[src/rtl/sync_fifo_param_pkg.sv]
// ============================================================================
// Module  : sync_fifo_param_pkg
// Brief   : Shared FIFO read-mode constants and a clog2 helper.
// Revision: 1.0  initial release
// ============================================================================
`default_nettype none

package sync_fifo_param_pkg;

   localparam int FIFO_STD  = 0;
   localparam int FIFO_FWFT = 1;

   function automatic int clog2(input int value);
      int result;
      result = 0;
      while ((1 << result) < value) begin
         result = result + 1;
      end
      return result;
   endfunction

endpackage

`default_nettype wire

[src/rtl/sync_fifo_param_ram.sv]
// ============================================================================
// Module  : sync_fifo_ram
// Brief   : DEPTH x DATA_W storage, one write port and one read port on clk.
// Revision: 1.0  initial release
// ============================================================================
`default_nettype none

module sync_fifo_ram
   import sync_fifo_param_pkg::*;
#(
   parameter int DATA_W = 4,
   parameter int DEPTH  = 128,
   parameter int FWFT   = FIFO_STD,
   localparam int AW    = (clog2(DEPTH) < 1) ? 1 : clog2(DEPTH)
) (
   input  logic              clk,
   input  logic              rst,
   input  logic              i_we,
   input  logic [AW-1:0]     i_waddr,
   input  logic [DATA_W-1:0] i_wdata,
   input  logic              i_re,
   input  logic [AW-1:0]     i_raddr,
   output logic [DATA_W-1:0] o_rdata
);

   logic [DATA_W-1:0] r_mem [DEPTH];

   // Storage is intentionally not reset; only the read register is.
   always_ff @(posedge clk) begin
      if (i_we) begin
         r_mem[i_waddr] <= i_wdata;
      end
   end

   generate
      if (FWFT == FIFO_FWFT) begin : g_async_rd
         logic w_unused_rd;
         assign w_unused_rd = &{1'b0, rst, i_re};
         assign o_rdata     = r_mem[i_raddr];
      end else begin : g_reg_rd
         logic [DATA_W-1:0] r_rdata;
         always_ff @(posedge clk) begin
            if (rst) begin
               r_rdata <= '0;
            end else if (i_re) begin
               r_rdata <= r_mem[i_raddr];
            end
         end
         assign o_rdata = r_rdata;
      end
   endgenerate

endmodule

`default_nettype wire

[src/rtl/sync_fifo_param.sv]
// ============================================================================
// Module  : sync_fifo_param
// Brief   : Single-clock parametrised FIFO with level, almost flags, FWFT
//           option and sticky overflow/underflow.
// Revision: 1.0  initial release
// ============================================================================
`default_nettype none

module sync_fifo_param
   import sync_fifo_param_pkg::*;
#(
   parameter int DATA_W    = 4,
   parameter int ADDR_W    = 7,
   parameter int AFULL_TH  = 120,
   parameter int AEMPTY_TH = 8,
   parameter int FWFT      = FIFO_STD
) (
   input  logic              clk,
   input  logic              rst,
   input  logic              winc,
   input  logic [DATA_W-1:0] wdata,
   input  logic              rinc,
   output logic [DATA_W-1:0] rdata,
   output logic              wfull,
   output logic              rempty,
   output logic [ADDR_W:0]   level,
   output logic              almost_full,
   output logic              almost_empty,
   output logic              overflow,
   output logic              underflow
);

   localparam int DEPTH = 1 << ADDR_W;
   localparam logic [ADDR_W:0] c_AFULL  = (ADDR_W + 1)'(AFULL_TH);
   localparam logic [ADDR_W:0] c_AEMPTY = (ADDR_W + 1)'(AEMPTY_TH);

   generate
      if (AFULL_TH < 1 || AFULL_TH > DEPTH || AEMPTY_TH < 0 || AEMPTY_TH >= DEPTH) begin : g_bad_threshold
         $error("sync_fifo_param: AFULL_TH must be 1..DEPTH and AEMPTY_TH 0..DEPTH-1");
      end
   endgenerate

   logic [ADDR_W:0] r_wptr;
   logic [ADDR_W:0] r_rptr;
   logic [ADDR_W:0] r_level;
   logic            r_wfull;
   logic            r_rempty;
   logic            r_afull;
   logic            r_aempty;
   logic            r_overflow;
   logic            r_underflow;

   logic            w_wr_ok;
   logic            w_rd_ok;
   logic [ADDR_W:0] w_wptr_nxt;
   logic [ADDR_W:0] w_rptr_nxt;
   logic [ADDR_W:0] w_level_nxt;

   // Accept decisions use only registered flags, so no input reaches a flag combinationally.
   assign w_wr_ok     = winc & ~r_wfull;
   assign w_rd_ok     = rinc & ~r_rempty;
   assign w_wptr_nxt  = r_wptr + {{ADDR_W{1'b0}}, w_wr_ok};
   assign w_rptr_nxt  = r_rptr + {{ADDR_W{1'b0}}, w_rd_ok};
   assign w_level_nxt = r_level + {{ADDR_W{1'b0}}, w_wr_ok} - {{ADDR_W{1'b0}}, w_rd_ok};

   always_ff @(posedge clk) begin
      if (rst) begin
         r_wptr      <= '0;
         r_rptr      <= '0;
         r_level     <= '0;
         r_wfull     <= 1'b0;
         r_rempty    <= 1'b1;
         r_afull     <= 1'b0;
         r_aempty    <= 1'b1;
         r_overflow  <= 1'b0;
         r_underflow <= 1'b0;
      end else begin
         r_wptr   <= w_wptr_nxt;
         r_rptr   <= w_rptr_nxt;
         r_level  <= w_level_nxt;
         // Same address with differing wrap bits means the writer is a full lap ahead.
         r_wfull  <= (w_wptr_nxt[ADDR_W] != w_rptr_nxt[ADDR_W]) &&
                     (w_wptr_nxt[ADDR_W-1:0] == w_rptr_nxt[ADDR_W-1:0]);
         r_rempty <= (w_wptr_nxt == w_rptr_nxt);
         r_afull  <= (w_level_nxt >= c_AFULL);
         r_aempty <= (w_level_nxt <= c_AEMPTY);
         if (winc && r_wfull) begin
            r_overflow <= 1'b1;
         end
         if (rinc && r_rempty) begin
            r_underflow <= 1'b1;
         end
      end
   end

   sync_fifo_ram #(
      .DATA_W (DATA_W),
      .DEPTH  (DEPTH),
      .FWFT   (FWFT)
   ) u_ram (
      .clk     (clk),
      .rst     (rst),
      .i_we    (w_wr_ok),
      .i_waddr (r_wptr[ADDR_W-1:0]),
      .i_wdata (wdata),
      .i_re    (w_rd_ok),
      .i_raddr (r_rptr[ADDR_W-1:0]),
      .o_rdata (rdata)
   );

   assign wfull        = r_wfull;
   assign rempty       = r_rempty;
   assign level        = r_level;
   assign almost_full  = r_afull;
   assign almost_empty = r_aempty;
   assign overflow     = r_overflow;
   assign underflow    = r_underflow;

endmodule

`default_nettype wire

[config.mk]
export PLATFORM = sky130hd
export DESIGN_NAME = sync_fifo_param
export DESIGN_NICKNAME = d
export VERILOG_FILES = /design/src/rtl/sync_fifo_param_pkg.sv /design/src/rtl/sync_fifo_param_ram.sv /design/src/rtl/sync_fifo_param.sv
export SDC_FILE = /design/constraint.sdc
export NUM_CORES = 1
export LEC_CHECK = 0
export BUFFER_PORTS_ARGS = -buffer_cell sky130_fd_sc_hd__buf_2
export CORE_AREA = 2 2 273 275
export DETAILED_ROUTE_END_ITERATION = 8
export DIE_AREA = 0 0 275 277
export GPL_ROUTABILITY_DRIVEN = 0
export GPL_TIMING_DRIVEN = 1
export PLACE_DENSITY = 0.42
export SYNTH_ARGS = -nofsm -noshare
export SYNTH_HDL_FRONTEND = slang
export SYNTH_SLANG_ARGS = --single-unit
export TNS_END_PERCENT = 100
[constraint.sdc]
create_clock -name clk -period 4.3 [get_ports clk]
set_clock_uncertainty 0.2 [all_clocks]
set_input_delay 0.215 -clock clk [delete_from_list [all_inputs] [get_ports clk]]
set_output_delay 0.215 -clock clk [all_outputs]
set_load 0.02 [all_outputs]
# Yosys cells after proc, flatten, opt, wreduce, memory -nomap -nowiden
# Memories as Yosys holds them, arrays and structs flattened. A register that Yosys moved wholly into a read port is not among the register bits.
# Cells that the tools add are included.
# totals
register_bits	30
latchBits	0
ramBits	512
romBits	0
input_bits	8
out_inout_bits	18
wordCells	28
mem_count	1
# mem_list
name	depth	word_bits	read_ports	rd_ports_with_merged_regs	wr	line	text
u_ram.r_mem	128	4	1	1	1	sync_fifo_param_ram.sv:26	logic [DATA_W-1:0] r_mem [DEPTH];
# op_classes
n_addsub	4
multipliers	0
div_mod_pow	0
order_cmp	2
n_eq_ne	3
shifts	0
n_mux	2
bitwise	4
reduce_logical	3
# op_table
op	count
8-bit by 1-bit adder with 8-bit output	3
8-bit equality test	1
8-bit by 7-bit >= comparator with 1-bit output, second input constant	1
8-bit by 4-bit less-or-equal comparator with 1-bit output, second input constant	1
8-bit by 1-bit subtractor with 8-bit output	1
7-bit equality test	1
1-bit logical AND	3
1-bit bitwise AND	2
1-bit two-way mux	2
1-bit inverter	2
1-bit != test	1

# Depth between registers and ports, before layout
# depth
ltp_word	5
ltp_mapped	12
mapped_depth_nobuf	11

# Modules after synthesis
# Synthesis repeated with hierarchy kept, for this count alone.
# hier_totals
cells_unflattened	1290
area_unflattened_um2	22262.6
# by_module_without_submodules
module	n_inst	cells_per_inst	area_each_um2
sync_fifo_ram	1	1130	20791.2
sync_fifo_param	1	160	1471.4

# Worst setup path before layout
# No wires, ideal clock.
# synth_timing
path_type	reg2reg
start	register r_rempty, in the netlist rempty
end	register r_afull, in the netlist almost_full
setup_ps	63
arrival_time_ps	3154
required_time_ps	4037
path_slack_ps	883
stages_incl_launch_ff	13
cell_sequence	dfxtp_1 > nor2b_1 > clkbuf_1 > xor2_1 > ha_1 > inv_1 > fa_1 > nor2b_1 > o21ai_0 > a2111oi_0 > a311oi_1 > or4b_2 > nand3_1
# synth_between
elab_chain_cells	4
# synth_lines
item	line	text
start: declaration	sync_fifo_param.sv:47	logic r_rempty;
start signal: assignment	sync_fifo_param.sv:84	r_rempty <= (w_wptr_nxt == w_rptr_nxt);
1-bit inverter	sync_fifo_param.sv:61	assign w_rd_ok = rinc & ~r_rempty;
1-bit bitwise AND	sync_fifo_param.sv:61	
8-bit by 1-bit subtractor with 8-bit output	sync_fifo_param.sv:64	assign w_level_nxt = r_level + {{ADDR_W{1'b0}}, w_wr_ok} - {{ADDR_W{1'b0}}, w_rd_ok};
8-bit by 7-bit >= comparator with 1-bit output	sync_fifo_param.sv:85	r_afull <= (w_level_nxt >= c_AFULL);
end signal: assignment	sync_fifo_param.sv:85	
end: declaration	sync_fifo_param.sv:48	logic r_afull;
# Every way passes these cells.
# A chain may end at the register's enable or synchronous reset.

# Final worst setup path
# layout_timing
start	input port rinc
end	register r_afull, in the netlist almost_full
# layout_between
elab_chain_cells	3
# layout_lines
item	line	text
start: declaration	sync_fifo_param.sv:22	input logic rinc,
1-bit bitwise AND	sync_fifo_param.sv:61	
8-bit by 1-bit subtractor with 8-bit output	sync_fifo_param.sv:64	
8-bit by 7-bit >= comparator with 1-bit output	sync_fifo_param.sv:85	
# Every way passes these cells.

==> summary.md <==
| Metric | Value |
|---|---|
| Cell variety after synth | 58 |
| # diodes | 0 |
| Dpl cells | 2140 |
| Internal | 9.21 mW |
| Crit path cell chain | dlygate4sd3_1, buf_2, nor2b_1, xor2_1, ha_1, inv_1, fa_1, nor2b_1, o21ai_0, a2111oi_0, a311oi_1, or4b_2, nand3_1 |
| Maxcap violations | 0 |
| Maximum vdd drop | 0.294 mV |
| Status | finished clean |
| Port buffer count | 25 |
| Clock group share of total power | 41.1% |
| Logic pwr share | 9.7% |
| Period utilisation layout | 83.5% |
| Synth Area in XOR/XNOR | 0.962% |
| Slew Viols, Final | 0 |
| Chip width | 275 um |
| DPL Wire Length | 35000 um |
| RSZ-0062 raised after global routing | no |
| Final Net Count | 1257 |
| Mapped Nets | 1202 |
| Final min period | 3590 ps |
| WL final | 55600 um |
| PnR Total Power | 12.1 mW |
| Synth async-reset ratio | 0% |
| Util after Layout | 34.1% |
| CP Data Required Time | 4670 ps |
| Final Worst Setup Slack | 710 ps |
| Bufs on Longest Clock Path | 3 |
| Clk sinks | 546 |
| Register area share after synthesis | 73.5% |
| Post-route ant nets | 0 |
| # rows | 100 |
| Critical Path End Type | flip-flop |
| Mapped cell area | 21900 um^2 |
| CP delay by family, top | simple AND/OR/NAND/NOR gates |
| Fmax | 0.279 GHz |
| Non-Filler Instances | 2253 |
| Die area | 76200 um^2 |
| Main synth FF type | edfxtp_1 |
| Starting Density | 29.7% |
| Total iterations of the first detailed-routing run | 4 |
| Max FO, Critical Path | 5 |
| Switch share | 23.7% |
| Mapped Avg Cell Area | 18.5 um^2 |
| Flop pwr share | 49.2% |
| Crit Path Class | in -> reg |
| Num CTS Buffers | 60 |
| Critical path launch point type | input pin |
| Io pins | 26 |
| CTS tree | done |
| Avg WL per Cell | 24.7 um |
| Clk root buf | clkbuf_16 |
| Reg clk slew, reported paths | 60 ps |
| Seq cells post-synth | 546 |
| Slew at the pin closest to its max-slew limit | 1080 ps |
| Final setup vio count | 0 |
| Die Y | 277 um |
| Post-CTS setup buffers | 0 |
| CP max stage cell | or4b_2 |
| Mux share of post-synthesis cell area | 13.9% |
| Initial antenna violation count | 3 |
| Worst path bufs/invs | 3 |
| Hold Path Class | in -> reg |
| Cells after Synth | 1183 |
| Via-per-instance ratio | 4.89 |
| Final Hold Vio Count | 0 |
| Worst rel slew slack | 27.9% |
| Post-cts resize count | 0 |
| Htree depth | 2 |
| Synth Area in Simple Gates | 5.89% |
| CORE AREA | 73600 um^2 |
| Via Count | 11017 |
| Sw power | 2.85 mW |
| Largest family of logic cells by synthesized area | multiplexers |
| Largest net degree at the start of global routing | 98 |
| Worst path arrival time | 3960 ps |
| CP peak stage delay | 680 ps |
| Setup WS pre-CTS | 771 ps |
| Post-synth EDFFs | 512 |
| DRC | 0 |
| First-pass GRT wire length | 81700 um |
| Layout cells sized above 1 | 21.8% |
| Setup TNS Final | 0 ps |
| Area Overhead vs Synth | 14.7% |
| Synth Area in Compound Gates | 3.23% |
| LEAKAGE | 7.64 nW |
| Adder-cell share of the synthesized area | 0.664% |
| Cell area power density | 481 nW/um^2 |
| Starting DRT DRC Count | 910 |
| Vias in the first global route | 11660 |
| Worst-Skew Late Latency | 640 ps |
| All-Layer GR Usage | 14.8% |
| Cell mode on critical path | nor2b_1 |
| Synth warnings | 0 |
| Grt ovf | 0 |
## layer usage
layer | track usage, % | routed length [um] | vias to the layer above
li1 | - | - | 4864
met1 | 20.7 | 25400 | 5793
met2 | 23.0 | 26000 | 265
met3 | 2.58 | 2440 | 91
met4 | 5.25 | 1700 | 4
met5 | 0 | 30 | -
## repair_timing
action | 4_1_cts | 5_1_grt
hold buffers | 5 | 0
hold endpoints to repair | 24 | 0
setup endpoints to repair | 0 | 0
## stage by stage
| step | area [um^2] | hold WS (ps) |
|---|---|---|
| floorplan | 21900 | 114 |
| global placement | 23100 | 294 |
| detailed placement | 23100 | 293 |
| CTS | 25100 | 53.3 |
| global route | 25100 | 80.5 |
| finish | 25100 | 27.1 |
## power by group through the flow
stage	registers (mW)	clock network, mW	logic (mW)
floorplan	6.06	0	0.786
global placement	6.05	0	1.18
detailed placement	6.05	0	1.19
CTS	5.94	5.08	1.20
global route	5.95	5.29	1.29
finish	5.94	4.95	1.17
## synth_stat cells, types with 7 or more instances
cell type  number  share of area [%]
a211oi_1        7               0.24
a21oi_1        10               0.23
a22oi_1        30                1.0
buf_2          14               0.32
buf_4           8               0.27
clkbuf_1       34               0.58
dfxtp_1        34                3.1
edfxtp_1      512                 70
ha_1           10               0.57
inv_1          14               0.24
mux2i_1        10               0.46
mux4_2        123                 13
nand2_1        22               0.38
nand3_1        28               0.64
nor2_1        172                3.0
nor2b_1        17               0.49
xnor2_1        13               0.52
xor2_1         11               0.44
## final timing paths
kind | startpoint | depth (start not counted) | slack [ps] | end
setup reg to reg | rempty | 11 | 740 | almost_full
hold reg to reg | u_ram.o_rdata[1] | 2 | 300 | u_ram.o_rdata[1]
setup / recovery | rinc | 13 | 710 | almost_full
hold / removal | wdata[0] | 1 | 30 | u_ram.r_mem[81][0]
## flip-flops by register name, summed over array words and instances, names as in the netlist
signal         cells
almost_empty       1
r_rptr             8
u_ram.r_mem      512
overflow           1
r_wptr             8
level              8
rempty             1
almost_full        1
underflow          1
u_ram.o_rdata      4
wfull              1
## cells in the final DEF, fill, tap and decap left out, drive strengths merged, types with 10 or more instances in the layout
cell,netlist,layout
a21oi,10,10
xnor2,13,13
nand3,28,28
clkinv,0,33
edfxtp,512,512
inv,14,16
ha,10,10
buf,32,54
mux2i,10,10
dfxtp,34,34
clkbuf,34,67
xor2,11,11
a22oi,30,30
nand2,22,22
nor2,172,172
nor2b,17,17
mux4,128,128
## cells by family (layout without fill, tap and decap cells)
group / after synthesis / count (layout)
flip-flops: 546 / 546
AND/OR/NAND/NOR: 285 / 285
multiplexers: 142 / 142
AO/OA/AOI/OAI: 95 / 95
buffers and inverters: 80 / 181
XOR/XNOR: 24 / 24
adder cells (fa/ha/maj): 11 / 11
## area by class of cell
| type | count | area (um^2) |
|---|---|---|
| multi-input combinational | 557 | 5400 |
| sequential | 546 | 16100 |
| inverter | 14 | 52.6 |
| timing repair buffer | 59 | 465 |
| clock inverter | 41 | 345 |
| clock buffer | 67 | 1530 |
| fill | 7008 | 48500 |
| tap | 969 | 1210 |
(Power assumes the default switching activity.)
